`config.mk`:
```
export PLATFORM = sky130hd
export DESIGN_NAME = pc_sequencer
export DESIGN_NICKNAME = d
export VERILOG_FILES = /design/src/rtl/pc_sequencer.sv
export SDC_FILE = /design/constraint.sdc
export NUM_CORES = 1
export LEC_CHECK = 0
export ABC_AREA = 1
export CAP_MARGIN = 10
export CORE_ASPECT_RATIO = 2
export CORE_MARGIN = 5
export CORE_UTILIZATION = 49
export CTS_CLUSTER_SIZE = 25
export DETAILED_ROUTE_END_ITERATION = 10
export PLACE_DENSITY = 0.78
export SLEW_MARGIN = 40
export SYNTH_ARGS = -nofsm -noshare
export SYNTH_HDL_FRONTEND = slang
export SYNTH_SLANG_ARGS = --single-unit
```
`constraint.sdc`:
```
create_clock -name clk -period 2.9 [get_ports clk]
set_input_delay 0.29 -clock clk [delete_from_list [all_inputs] [get_ports clk]]
set_output_delay 0.29 -clock clk [all_outputs]
set_load 0.01 [all_outputs]
```
`src/rtl/pc_sequencer.sv`:
```
// pc_sequencer: fetch-stage PC register, next-PC select and return-address stack.
// Optional feature macro: PC_SEQ_DELAY_SLOT_EN (MIPS branch delay slot; adds
// the DELAY state and the pending-target register, link becomes pc + 8).
module pc_sequencer #(
  parameter int          ADDR_W    = 32,            // >= 28
  parameter logic [31:0] RESET_PC  = 32'h0040_0000,
  parameter int          RAS_DEPTH = 4              // power of two, >= 2
) (
  input  logic              clk,
  input  logic              rst_n,
  input  logic              stall,
  input  logic [31:0]       instr,
  input  logic              branch,
  input  logic              branch_taken,
  input  logic              jump,
  input  logic              jump_register,
  input  logic [31:0]       register_value,
  input  logic              link,
  input  logic              is_return,
  output logic [ADDR_W-1:0] pc,
  output logic [ADDR_W-1:0] pc_plus4,
  output logic [ADDR_W-1:0] link_addr,
  output logic [ADDR_W-1:0] ras_top,
  output logic              ras_empty,
  output logic              ret_mispredict,
  output logic              addr_misaligned
);

  localparam int                PTR_W    = $clog2(RAS_DEPTH);
  localparam logic [ADDR_W-1:0] RST_PC   = ADDR_W'(RESET_PC);
  localparam logic [PTR_W:0]    RAS_FULL = (PTR_W+1)'(RAS_DEPTH);

  logic [ADDR_W-1:0] pcReg, pcD;
  logic [ADDR_W-1:0] pcPlus4, linkAddr;
  logic [ADDR_W-1:0] brTarget, jTarget, jrTarget, target;
  logic              redirect, active;
  logic              doJr, doRet, doPush;

  // Opcode bits and the upper rs bits never feed the address math.
  logic unusedBits;
  assign unusedBits = ^{instr[31:26], register_value};

  // ---------------------------------------------------------------- targets
  assign pcPlus4  = pcReg + ADDR_W'(4);
  assign brTarget = pcPlus4 + {{(ADDR_W-18){instr[15]}}, instr[15:0], 2'b00};
  assign jrTarget = ADDR_W'({register_value[31:2], 2'b00});

  // Region bits above 28 only exist when the address is wider than 28 bits.
  generate
    if (ADDR_W > 28) begin : gJRegion
      assign jTarget = {pcPlus4[ADDR_W-1:28], instr[25:0], 2'b00};
    end else begin : gJFlat
      assign jTarget = {instr[25:0], 2'b00};
    end
  endgenerate

  // jump wins over a taken branch; jr uses the word-aligned rs value.
  assign redirect = jump | (branch & branch_taken);
  assign target   = jump ? (jump_register ? jrTarget : jTarget) : brTarget;

`ifdef PC_SEQ_DELAY_SLOT_EN
  // ------------------------------------------------------ delay-slot FSM
  typedef enum logic {NORMAL, DELAY} state_t;
  state_t            stateQ, stateD;
  logic [ADDR_W-1:0] pendingQ, pendingD;

  assign linkAddr = pcReg + ADDR_W'(8);
  // The delay-slot instruction's controls are not acted on.
  assign active   = !stall && (stateQ == NORMAL);

  // State, PC and pending-target registers.
  always_ff @(posedge clk or negedge rst_n) begin
    if (!rst_n) begin
      stateQ   <= NORMAL;
      pcReg    <= RST_PC;
      pendingQ <= '0;
    end else begin
      stateQ   <= stateD;
      pcReg    <= pcD;
      pendingQ <= pendingD;
    end
  end

  // Next state: a redirect first fetches the delay slot, then the target.
  always_comb begin
    stateD   = stateQ;
    pcD      = pcReg;
    pendingD = pendingQ;
    if (!stall) begin
      case (stateQ)
        NORMAL: begin
          pcD = pcPlus4;
          if (redirect) begin
            stateD   = DELAY;
            pendingD = target;
          end
        end
        DELAY: begin
          pcD    = pendingQ;
          stateD = NORMAL;
        end
        default: stateD = NORMAL;
      endcase
    end
  end
`else
  // ------------------------------------------------- no delay slot
  assign linkAddr = pcPlus4;
  assign active   = !stall;

  // PC register.
  always_ff @(posedge clk or negedge rst_n) begin
    if (!rst_n) pcReg <= RST_PC;
    else        pcReg <= pcD;
  end

  // Redirect takes effect on the sampling edge.
  always_comb begin
    pcD = pcReg;
    if (!stall) pcD = redirect ? target : pcPlus4;
  end
`endif

  // ------------------------------------------------------------------ RAS
  logic [ADDR_W-1:0] rasMem [RAS_DEPTH];
  logic [PTR_W-1:0]  wrPtr, wrPtrD, topIdx, popPtr, wrIdx;
  logic [PTR_W:0]    rasCnt, rasCntD, popCnt;
  logic              wrEn, retMissD, misalignD, retMissQ, misalignQ;

  assign doJr   = active & jump & jump_register;
  assign doRet  = doJr & is_return;
  assign doPush = active & link;
  assign topIdx = wrPtr - 1'b1;
  assign misalignD = doJr & (|register_value[1:0]);

  // Pop/compare first, then push into the slot the pop just freed.
  always_comb begin
    popPtr   = wrPtr;
    popCnt   = rasCnt;
    retMissD = 1'b0;
    if (doRet) begin
      if (rasCnt == '0) begin
        retMissD = 1'b1;
      end else begin
        retMissD = (rasMem[topIdx] != jrTarget);
        popPtr   = topIdx;
        popCnt   = rasCnt - 1'b1;
      end
    end
    wrPtrD  = popPtr;
    rasCntD = popCnt;
    wrEn    = doPush;
    wrIdx   = popPtr;
    if (doPush) begin
      // When full, the write slot is the oldest entry; the count saturates.
      wrPtrD = popPtr + 1'b1;
      if (popCnt != RAS_FULL) rasCntD = popCnt + 1'b1;
    end
  end

  // Stack storage, pointers and registered event pulses.
  always_ff @(posedge clk or negedge rst_n) begin
    if (!rst_n) begin
      for (int i = 0; i < RAS_DEPTH; i++) rasMem[i] <= '0;
      wrPtr     <= '0;
      rasCnt    <= '0;
      retMissQ  <= 1'b0;
      misalignQ <= 1'b0;
    end else begin
      if (wrEn) rasMem[wrIdx] <= linkAddr;
      wrPtr     <= wrPtrD;
      rasCnt    <= rasCntD;
      retMissQ  <= retMissD;
      misalignQ <= misalignD;
    end
  end

  // ---------------------------------------------------------------- outputs
  assign pc              = pcReg;
  assign pc_plus4        = pcPlus4;
  assign link_addr       = linkAddr;
  assign ras_empty       = (rasCnt == '0);
  assign ras_top         = ras_empty ? '0 : rasMem[topIdx];
  assign ret_mispredict  = retMissQ;
  assign addr_misaligned = misalignQ;

endmodule

```
==> results.cfg <==
[layout]
area_growth_pct = 41.7
fillers = 1902
diodes = 0
final_cell_count_no_fill = 2399
layout-drive-gt1-share_pct = 21.0
layout_commonest_cell = nand2_1
final_cell_mix = 609 x nand2_1, 181 x inv_1, 179 x buf_4, 173 x clkdlybuf4s50_1, 164 x o21ai_0
nets = 2217

[placed_design]
dp_hpwl_mm = 32.7
dpl_worst_slack_ns = -0.138
dp.cells = 2342
io_buffers = 189
gp_congestion = 1.00

[floorplan]
pin_count = 204
start_util_pct = 49.4
core_mm2 = 0.0236
die_x_um = 119
num_rows = 80
die_h_um = 228
dieArea_mm2 = 0.0272

[grt]
grtUsageTotal_pct = 31.4
grt_pass1_wl_mm = 67.3
grt_pass1_vias = 12400
grt_start_max_net_pins = 73
overflow = 0
antenna_found_initial = 0

[timing]
fin_crit_sh_pct = 104
tns_ns = -0.955
max_slew_margin_pct = 60.9
hold_violations = 0
slew_violations = 0
period_needed_ns = 3.03
clock_skew_ns = 0.00933
tightest_slew_ns = 0.586
clock.fmax_mhz = 330
rsz0062_at_grt = true
setup_viol = 14
worst_slack_ns = -0.128

[synthesis]
ys_seq_area_share_pct = 33.7
synth.avg_cell_area_um2 = 6.54
yosys_warnings = 0
syn_inst = 1783
ys_types = 47
synth_flop_cell = dfrtp_1
yosysTopAreaCell = dfrtp_1
syn_area_mm2 = 0.0117
synthTopCellsByArea = dfrtp_1 33%, nand2_1 21%, o21ai_0 7.4%, inv_1 6.4%, a21oi_1 4.8%
synth_edf_count = 0
synth.top_cell.area_share_pct = 33.5
synthArstFlopShare_pct = 100
ys_seq_elements = 157

[hold_path]
hold_class = input port to asynchronous set/reset pin

[detailed_routing]
first_pass_iters = 6
vias = 13400
postRouteAntennaNets = 0
drc_errors = 0
drt-initial-drc-count = 1530
vias_per_cell = 5.60
routed_wl_mm = 45.6
wire_per_inst_um = 19.0

[cts]
htreeDepth = 4
cts_sinks = 157
clk_pin_slew_ns = 0.07
root_buffer = clkbuf_16
cts_buffers = 17
tritoncts = yes
clk_path_buf_depth = 2
clkLatencyLatePin_ns = 0.44

[pwr]
power.density_mw_per_mm2 = 903
max-vdd-ir-drop_mv = 0.806
power.leakage_nw = 8.39
p_total_w = 0.0149

[setup_path]
crit_buf_inv = 4
path_cells = buf_6 > nand2_1 > nor3_2 > nand2_2 > nor2_4 > buf_6 > xor2_4 > ha_4 > buf_4 > nand2_4 > o21bai_4 > nand3b_1 > nand2_1 > nand2_1 > o21ai_1 > buf_4 > nand2_1 > o21ai_0
critical-path-slowest-cell = dfrtp_1
worst_path_most_repeated_cell = nand2_1
cpPeakStageDelay_ns = 0.41
worst_setup_path_end_kind = flip-flop
worstSetupStartpointType = flip-flop
crit_fanout = 5
cp_top_family = simple AND/OR/NAND/NOR gates
critPathRequiredTime_ns = 3.25
path_class = flip-flop to flip-flop
arrival_ns = 3.38

[run]
drv_cap = 0

[run_status]
status = complete, but fails checks
violations = negative setup slack
## cells by family (layout without fill, tap and decap cells)
logic type               Yosys count  count (layout)  share of synthesized area (%)
flip-flops                       157             157                           33.7
XOR/XNOR                          22              22                           1.72
adder cells (fa/ha/maj)           45              45                           4.89
AND/OR/NAND/NOR                  922             923                           32.6
other                              1               8                         0.0322
AO/OA/AOI/OAI                    329             329                           15.2
buffers and inverters            307             628                           11.8
## layout make-up
cell class                      instances  area [um^2]  share of cell area (%)
Sequential cell                       157         3930                    23.8
Multi-Input combinational cell       1327         7230                    43.7
Clock inverter                         12          175                    1.06
Clock buffer                           20          447                    2.70
Tap cell                              287          359                    2.17
Inverter                              207          785                    4.75
Timing Repair Buffer                  389         3600                    21.8
## per-stage QoR
stage	util [%]	area [um^2]	hold WS [ns]
6_report	70.0	16500	0.414
5_1_grt	70.0	16500	0.453
4_1_cts	66.7	15700	0.421
3_5_place_dp	62.6	14800	0.309
3_3_place_gp	62.6	14800	0.307
2_1_floorplan	-	11700	-0.00559
## metal layers
| metal | track usage [%] | share of wire [%] |
|---|---|---|
| met1 | 39.8 | 38 |
| met2 | 51.9 | 47 |
| met3 | 5.13 | 8.8 |
| met4 | 15.1 | 6.1 |
| met5 | 0 | 0 |
## cells in the mapped netlist (2+ instances only)
| cell | count |
|---|---|
| o21ai_1 | 3 |
| dfrtp_1 | 156 |
| inv_1 | 200 |
| nand2_2 | 8 |
| a22oi_1 | 3 |
| nand3_1 | 91 |
| clkbuf_1 | 32 |
| nand3b_1 | 10 |
| nor2_8 | 2 |
| or2_0 | 2 |
| a21oi_1 | 111 |
| a221oi_1 | 13 |
| nor3_2 | 3 |
| inv_2 | 6 |
| nor2_2 | 5 |
| xor2_1 | 17 |
| buf_6 | 5 |
| or2_2 | 3 |
| a21oi_2 | 2 |
| nand4_1 | 11 |
| a21o_1 | 3 |
| ha_1 | 44 |
| a31oi_1 | 2 |
| buf_2 | 17 |
| o21ai_2 | 2 |
| buf_1 | 3 |
| nor3_1 | 12 |
| o211ai_1 | 8 |
| buf_4 | 43 |
| nor2_1 | 114 |
| nor2_4 | 3 |
| o21ai_0 | 172 |
| nand2_1 | 653 |
| o21bai_1 | 8 |
| xnor2_1 | 4 |
## state kept, by name, summed over array words and instances (netlist names)
name and cells:
rasMem 120, wrPtr 2, ret_mispredict 1, pc 30, rasCnt 3, addr_misaligned 1
## repair_timing
item	CTS	global route
setup buffers	5	18
gates cloned	1	0
gates resized for setup	67	157
pin swaps	17	59
endpoints found under the setup margin	50	77
endpoints found under the hold margin	60	0
hold buffers	1	0
## report_power, final
| part | internal [W] | switching, W | leakage, nW |
|---|---|---|---|
| combinational | 0.00377 | 0.00513 | 6.13 |
| clock | 0.00141 | 0.000988 | 0.302 |
| sequential | 0.00308 | 0.000535 | 1.96 |
## final timing paths
check / slack (ns) / to / cells past startpoint / startpoint
worst min register to register: 0.49 / rasMem[31] / 2 / rasMem[31]
worst min-delay path: 0.41 / rasMem[28] / 2 / rst_n
worst max register to register: -0.13 / pc[14] / 18 / pc[9]
max in group asynchronous: 1.66 / pc[22] / 3 / rst_n
min in group clk: 0.42 / addr_misaligned / 3 / register_value[0]
worst max-delay path: -0.13 / pc[14] / 18 / pc[9]
No activity file was read; power rests on OpenSTA's default activity.
